**src/rtl/change_dispenser.sv**
```systemverilog
// Coin-return payout engine: pays an amount back as greedy dime-first
// dispense requests, each a req/ack handshake guarded by a watchdog.
module change_dispenser #(
  parameter int unsigned AMT_W   = 6,
  parameter int unsigned TIMEOUT = 15
) (
  input  logic             clk,
  input  logic             rst,
  input  logic             start,
  input  logic [AMT_W-1:0] amount,
  input  logic             dime_empty,
  input  logic             nickel_empty,
  input  logic             ack,
  output logic             D,
  output logic             N,
  output logic             busy,
  output logic             done,
  output logic             err,
  output logic [AMT_W-1:0] remain
);

  localparam int unsigned CNT_W = $clog2(TIMEOUT + 1);
  localparam logic [AMT_W-1:0] DIME_C   = AMT_W'(10);
  localparam logic [AMT_W-1:0] NICKEL_C = AMT_W'(5);
  localparam logic [CNT_W-1:0] TMO_C    = CNT_W'(TIMEOUT);
  localparam logic [CNT_W-1:0] ONE_C    = CNT_W'(1);

  typedef enum logic [2:0] {
    S_IDLE,
    S_SEL,
    S_REQ,
    S_REL,
    S_FIN
  } state_e;

  state_e           state_q, state_d;
  logic             d_q, d_d;
  logic             n_q, n_d;
  logic             busy_q, busy_d;
  logic             done_q, done_d;
  logic             err_q, err_d;
  logic [AMT_W-1:0] remain_q, remain_d;
  logic [CNT_W-1:0] cnt_q, cnt_d;

  // Next-state and registered-output computation
  always_comb begin
    state_d  = state_q;
    d_d      = d_q;
    n_d      = n_q;
    err_d    = err_q;
    remain_d = remain_q;
    cnt_d    = cnt_q;

    case (state_q)
      S_IDLE: begin
        if (start) begin
          remain_d = amount;
          err_d    = 1'b0;
          state_d  = S_SEL;
        end
      end
      S_SEL: begin
        cnt_d = '0;
        if (remain_q == '0) begin
          state_d = S_FIN;
        end else if (remain_q >= DIME_C && !dime_empty) begin
          d_d     = 1'b1;
          state_d = S_REQ;
        end else if (remain_q >= NICKEL_C && !nickel_empty) begin
          n_d     = 1'b1;
          state_d = S_REQ;
        end else begin
          err_d   = 1'b1;
          state_d = S_FIN;
        end
      end
      S_REQ: begin
        // A coin is only requested when remain covers it, so no underflow
        if (ack) begin
          d_d      = 1'b0;
          n_d      = 1'b0;
          remain_d = remain_q - (d_q ? DIME_C : NICKEL_C);
          state_d  = S_REL;
        end else if (cnt_q + ONE_C == TMO_C) begin
          d_d     = 1'b0;
          n_d     = 1'b0;
          err_d   = 1'b1;
          state_d = S_FIN;
        end else begin
          cnt_d = cnt_q + ONE_C;
        end
      end
      S_REL: begin
        if (!ack) begin
          state_d = S_SEL;
        end
      end
      S_FIN: begin
        state_d = S_IDLE;
      end
      default: begin
        state_d = S_IDLE;
        d_d     = 1'b0;
        n_d     = 1'b0;
      end
    endcase

    // FIN always lasts one cycle, so entering it yields a single done pulse
    done_d = (state_d == S_FIN);
    busy_d = (state_d != S_IDLE);
  end

  always_ff @(posedge clk) begin
    if (!rst) begin
      state_q  <= S_IDLE;
      d_q      <= 1'b0;
      n_q      <= 1'b0;
      busy_q   <= 1'b0;
      done_q   <= 1'b0;
      err_q    <= 1'b0;
      remain_q <= '0;
      cnt_q    <= '0;
    end else begin
      state_q  <= state_d;
      d_q      <= d_d;
      n_q      <= n_d;
      busy_q   <= busy_d;
      done_q   <= done_d;
      err_q    <= err_d;
      remain_q <= remain_d;
      cnt_q    <= cnt_d;
    end
  end

  assign D      = d_q;
  assign N      = n_q;
  assign busy   = busy_q;
  assign done   = done_q;
  assign err    = err_q;
  assign remain = remain_q;

endmodule

```
**config.mk**
```make
export PLATFORM = sky130hd
export DESIGN_NAME = change_dispenser
export DESIGN_NICKNAME = d
export VERILOG_FILES = /design/src/rtl/change_dispenser.sv
export SDC_FILE = /design/constraint.sdc
export NUM_CORES = 1
export LEC_CHECK = 0
export CAP_MARGIN = 5
export CORE_MARGIN = 1
export CORE_UTILIZATION = 44
export CTS_BUF_LIST = sky130_fd_sc_hd__clkbuf_4
export CTS_CLUSTER_DIAMETER = 30
export DETAILED_ROUTE_END_ITERATION = 6
export DONT_BUFFER_PORTS = 1
export GPL_TIMING_DRIVEN = 0
export PLACE_DENSITY_LB_ADDON = 0.15
export SLEW_MARGIN = 30
export SYNTH_ARGS = -nofsm -noshare
export SYNTH_HDL_FRONTEND = slang
export SYNTH_SLANG_ARGS = --single-unit
```
**constraint.sdc**
```tcl
create_clock -name clk -period 1.55 [get_ports clk]
set_input_delay 0.2325 -clock clk [delete_from_list [all_inputs] [get_ports clk]]
set_output_delay 0.2325 -clock clk [all_outputs]
set_load 0.05 [all_outputs]
```
---- After elaboration in Yosys (flattened, before gate mapping) ----
Index checks and enable logic that the tools add are counted.
cells by class
  reduce and logical (&&, ||, !) cells .... 16
  divide/modulo/power cells ............... 0
  shift-type cells ........................ 0
  magnitude comparators ................... 2
  muxes and demuxes ....................... 31
  add/sub/neg operators ................... 2
  equal/unequal tests ..................... 17
  bitwise gates (word level) .............. 1
  $mul .................................... 0
operator list
  cell                                                                number
  2-to-1 mux 3 bit                                                    7
  != test 2 bit (second input constant)                               10
  2-to-1 mux 1 bit                                                    13
  2-to-1 mux 4 bit                                                    3
  2-to-1 mux 6 bit                                                    2
  one-hot mux 3 bit (4 select lines)                                  1
  one-hot mux 6 bit (2 select lines)                                  1
  one-hot mux 1 bit (3 select lines)                                  3
  one-hot mux 4 bit (2 select lines)                                  1
  AND reduction 7 bit                                                 1
  == test 3 x 2 -> 1 bit (second input constant)                      2
  == test 3 bit (second input constant)                               2
  greater-or-equal comparator 6 x 3 -> 1 bit (second input constant)  1
  greater-or-equal comparator 6 x 4 -> 1 bit (second input constant)  1
  logical NOT 6 bit                                                   1
  AND reduction 3 bit                                                 2
  nonzero test 3 bit                                                  2
  subtractor 6 x 4 -> 6 bit                                           1
  AND reduction 5 bit                                                 1
  adder 4 x 1 -> 4 bit (second input constant)                        1
  == test 4 bit (second input constant)                               1
  AND reduction 4 bit                                                 1
  nonzero test 2 bit                                                  2
  == test 3 x 1 -> 1 bit (second input constant)                      1
  other kinds (6)                                                     8
word-level totals
  bits in writable memories ............... 0
  latch bits .............................. 0
  ROM bits ................................ 0
  memories kept ........................... 0
  input port bits ......................... 12
  flip-flop bits (word level) ............. 18

---- Logic depth before layout (Yosys ltp) ----
  depth after elaboration ................. 7
  gate-level depth with buffers ........... 8
  depth with buffers taken out ............ 8

---- Least setup slack after synthesis ----
No wires, ideal clock.
  kind .................................... register -> register
  start point ............................. register d_q (netlist: D)
  end point ............................... register remain_q[5] (netlist: remain[5])
  path slack .............................. -0.568 ns
  buffers on the path ..................... 0
  clock period less this slack ............ 2.118 ns
  stages on the path, launching flop included .. 8
  arrival ................................. 1.998 ns
  required time ........................... 1.430 ns
  setup time .............................. 0.120 ns
  path through ............................ dfxtp_1 > inv_1 > ha_1 > nor2b_1 > o31a_1 > nor3_1 > nor3_1 > o31a_1
between the ends
  word-level cells in the longest chain between the ends .. 4
ends and longest elaborated chain
  element                             line  source
  start: declaration                  37    logic d_q, d_d;
  start signal: assignment            116   d_q <= 1'b0;
  start signal: assignment            125   d_q <= d_d;
  2-to-1 mux 4 bit                    82    remain_d = remain_q - (d_q ? DIME_C : NICKEL_C);
  subtractor 6 x 4 -> 6 bit           82
  2-to-1 mux 6 bit                    79    if (ack) begin
  one-hot mux 6 bit (2 select lines)  54    case (state_q)
  end signal: assignment              130   remain_q <= remain_d;
  end: declaration                    42    logic [AMT_W-1:0] remain_q, remain_d;
Every way passes these cells. The select of a mux whose other input is x is not followed.
A chain may end at the register's enable or synchronous reset.

---- Worst setup path in the final report ----
Ends and elaborated chain as after synthesis.

==> summary.md <==
The final max-slew violation count was 0. After synthesis, the cell types taking the most area are sky130_fd_sc_hd__dfxtp_1, sky130_fd_sc_hd__ha_1, sky130_fd_sc_hd__nor2_1. The endpoint kind of the worst setup timing path is a flip-flop. The logs give 1 for the number of H-tree levels and 0.00257 sq mm for the core outline area.

The async set-or-reset flop fraction in the synthesized netlist works out to 0. Setup repair after global routing could not meet its margin everywhere. By startpoint and endpoint, the worst setup path is classified as flip-flop to flip-flop. Share of the clock period used by the worst path after layout: 1.15.

In this run the static leakage power is 0.583 nW. Setup total negative slack on the finished layout was measured at -1.12 ns. The total wire length is 3.21 mm, and the first-pass detailed-route iteration total is 4. From bottom edge to top edge, the die measures 55.2 microns. The logs give 18 for the number of core rows and 0 for the count of inserted antenna diode cells. The number of buffers inserted for hold repair after clock tree synthesis was 0. The most instantiated flip-flop cell in the synthesis netlist is sky130_fd_sc_hd__dfxtp_1. TritonCTS built the clock tree.

After synthesis, the largest family of logic cells by area is compound AO/OA/AOI/OAI gates. For the number of distinct standard cells referenced by the synthesized netlist, the log shows 45. The number of antenna violations at the first check in global routing is 0. The count of boundary I/O pins was 23; the synthesized netlist net count was 173. The delay of the slowest critical-path stage came out at 0.51 ns. The power per standard cell area was 978 mW/mm^2; the count of routing violations after the opening detailed-route iteration was 14.

The actual transition at the worst max-transition pin is 0.611 ns, and the count of input and output buffers is 0. The initial core utilization was 0.484. Summing every instance area after synthesis gives 0.00124 sq mm. Startpoint type of the worst setup path: a flip-flop. The number of global-route vias before repair was 1,124. For the total routing resource utilization after global routing, the log shows 0.237. The cell family contributing the most delay on the critical path is compound AO/OA/AOI/OAI gates. The worst path buffer plus inverter count came out at 1.

The final reports fail on negative setup slack. met2 is the most crowded layer. The simple-gate portion of the synthesized area is 0.246. Counting along the longest clock path gives a buffer depth of 2. The synthesized-area fraction occupied by adder cells is 0.0765. The number of flops mapped to enable cells by yosys is 0. STA puts the critical path data arrival time at 1.98 ns. The routed design could run at a clock period as short as 1.78 ns. The routed layout has 1,199 vias. Final count of hold timing violations: 0. The logs give 1.76 ns for the critical path required time and 0.0301 for the met3 global-route usage. The detail route stage leaves a number of antenna-violating nets equal to 0.

The met1 track demand over resource in global routing was 0.294; the die outline area was 0.00304 sq mm. Clock tree synthesis inserted a total of 3 buffers. The number of setup violations in the final report was 11; the share of the synthesized area in compound gates (AO/OA/AOI/OAI) was 0.306.

After legalization and detailed placement, the total HPWL measured 2.19 mm. The peak supply drop was 0.000662 V; the final routed DRC violation total was 0. The worst relative slew slack was 0.593; the number of flip-flops and latches in the synthesized netlist was 18. Clock-pin slew was measured on the worst setup and hold paths at 0.11 ns. The slowest stage cell on the critical path was sky130_fd_sc_hd__dfxtp_4. The congestion estimate from routability-driven global placement came to 0.883. The tools report the worst-case setup margin in the final layout as -0.225 ns. Summed over all instances, the cell type with the most area after synthesis is sky130_fd_sc_hd__dfxtp_1. The first global-routing pass estimated 5.04 mm of wire.

The share of post-route cells with drive strength above 1 works out to 0.411. The worst slack after detailed placement is -0.259 ns, and the total global routing overflow is 0. In the final design database the tool counted 188 nets. From left edge to right edge, the die measures 55.2 microns. The post-synthesis cell count is 154. The count of filler cells inserted in the layout is 220, and the relative area change from synthesis to final layout is 31.9%. The share of Yosys cell area claimed by the top area cell type is 0.290, and the fraction of synthesized area in multiplexers is 0.00905. Of all nets on the critical path, the largest fanout is 5.

The cell repeated most along the worst path is sky130_fd_sc_hd__o31a_1. The sequential cell area in the final layout came out at 389 sq um. The total number of yosys warnings came out at 0.

The average via count per standard cell is 6.06, and the sequential cell area fraction in the yosys report is 0.290. The flow ran to the end, but the final reports show violations. The critical path goes through inv_6 > ha_4 > nor2b_4 > o31a_1 > nor3_2 > nor3_1 > o31a_1. The utilization of the core after routing was 0.639. The multi-input combinational cells in the finished layout cover a total of 0.00101 sq mm. Entering global routing, the biggest net connects 11 pins. The path class of the tightest hold or removal check is input pin to flip-flop.

Achievable frequency: 563 MHz. For the routing usage on met2, the log shows 0.418. The number of sinks driven by the clock tree came out at 18. The clock insertion delay at the later pin of the skew report is 0.31 ns. The worst clock skew was 0.00588 ns; the synthesized area per cell was 8.08 sq um. CTS placed an instance of sky130_fd_sc_hd__clkbuf_4 at the clock tree root. The tool flagged a number of max-cap violations equal to 0. The xor/xnor cell area share of the yosys netlist works out to 0.00704. The average wire per standard cell was 16.2 microns.
Yosys cell counts (2+ instances only):
cell type                  count
sky130_fd_sc_hd__nand2_1      11
sky130_fd_sc_hd__a211oi_1      4
sky130_fd_sc_hd__nor2_1       19
sky130_fd_sc_hd__o31a_1        2
sky130_fd_sc_hd__buf_2         3
sky130_fd_sc_hd__nand2b_1      4
sky130_fd_sc_hd__o21ai_0       9
sky130_fd_sc_hd__o21a_1        3
sky130_fd_sc_hd__nand3_1       6
sky130_fd_sc_hd__o211ai_1      3
sky130_fd_sc_hd__ha_1          6
sky130_fd_sc_hd__inv_1         9
sky130_fd_sc_hd__buf_6         2
sky130_fd_sc_hd__a21oi_1      12
sky130_fd_sc_hd__nor2b_1       4
sky130_fd_sc_hd__dfxtp_1      18
sky130_fd_sc_hd__nor3_1        8
sky130_fd_sc_hd__nor4_1        4
power breakdown:
part	total (mW)	leakage (nW)	switching [mW]	internal, mW
combinational	0.617	0.414	0.327	0.289
sequential	0.730	0.153	0.209	0.521
clock	0.258	0.0154	0.164	0.0941
cell type report:
class                   count  area share
repair buffers             10      0.0580
plain buffers               6      0.0252
clock inverters             1     0.00229
multi-input cells         120       0.613
inverters                  10      0.0275
clock buffers               3      0.0137
well taps                  30      0.0229
flip-flops and latches     18       0.237
path summary, 6_finish.rpt:
check              endpoint  startpoint  slack [ns]  cells past startpoint
setup / recovery  remain[5]           D       -0.23                      7
hold / removal         busy       start        0.06                      2
setup reg to reg  remain[5]           D       -0.23                      7
hold reg to reg    cnt_q[2]    cnt_q[2]        0.58                      1
per-stage QoR:
step / power, mW / hold slack [ns] / std cells / area (sq um)
detailed placement: 1.25 / 0.378 / 184 / 1350
global placement: 1.23 / 0.371 / 184 / 1350
global route: 1.69 / 0.0718 / 198 / 1640
finish: 1.60 / 0.0564 / 198 / 1640
CTS: 1.55 / 0.0643 / 195 / 1540
floorplan: 1.14 / 0.352 / 154 / 1310
cells by family (layout without fill, tap and decap cells):
family,after synthesis,after routing
and+or+nand+nor,62,62
AOI/OAI and AO/OA,49,49
DFF,18,18
buffers and inverters,16,30
adders and majority gates,7,7
xor gates and xnor gates,1,1
muxes,1,1
state kept, by name, indices dropped and copies added (netlist names):
| name | count |
|---|---|
| N | 1 |
| D | 1 |
| remain | 6 |
| state_q | 3 |
| done | 1 |
| err | 1 |
| busy | 1 |
| cnt_q | 4 |
routing by layer:
| metal | up-vias | part of all wire |
|---|---|---|
| li1 | 592 | - |
| met1 | 576 | 0.43 |
| met2 | 27 | 0.51 |
| met3 | 4 | 0.045 |
| met4 | 0 | 0.0084 |
| met5 | - | 0 |
cell usage in the layout (no fill, tap or decap), types with 2 or more instances in the layout:
cell | synthesis | layout
sky130_fd_sc_hd__nor3_1 | 8 | 4
sky130_fd_sc_hd__clkbuf_4 | 0 | 3
sky130_fd_sc_hd__inv_1 | 9 | 8
sky130_fd_sc_hd__ha_4 | 0 | 5
sky130_fd_sc_hd__a211oi_2 | 0 | 3
sky130_fd_sc_hd__dfxtp_1 | 18 | 9
sky130_fd_sc_hd__o21ai_0 | 9 | 7
sky130_fd_sc_hd__nand2_1 | 11 | 10
sky130_fd_sc_hd__buf_4 | 0 | 7
sky130_fd_sc_hd__nor2_2 | 1 | 3
sky130_fd_sc_hd__o21ai_4 | 0 | 2
sky130_fd_sc_hd__nor2b_2 | 0 | 2
sky130_fd_sc_hd__nor3_2 | 0 | 4
sky130_fd_sc_hd__nor2_1 | 19 | 17
sky130_fd_sc_hd__buf_2 | 3 | 3
sky130_fd_sc_hd__nor4_2 | 0 | 3
sky130_fd_sc_hd__o21a_1 | 3 | 3
sky130_fd_sc_hd__nand3_1 | 6 | 6
sky130_fd_sc_hd__o31a_1 | 2 | 2
sky130_fd_sc_hd__nand2b_1 | 4 | 3
sky130_fd_sc_hd__buf_6 | 2 | 4
sky130_fd_sc_hd__dfxtp_2 | 0 | 2
sky130_fd_sc_hd__o211ai_1 | 3 | 3
sky130_fd_sc_hd__dfxtp_4 | 0 | 7
sky130_fd_sc_hd__a21oi_1 | 12 | 11
timing repair:
item / 4_1_cts / 5_1_grt
setup buffers: 7 / 3
pin swaps: 20 / 11
setup endpoints to repair: 14 / 16
gates resized for setup: 21 / 18
gates cloned: 0 / 0
Note: power is estimated with default switching activity, not from simulation.
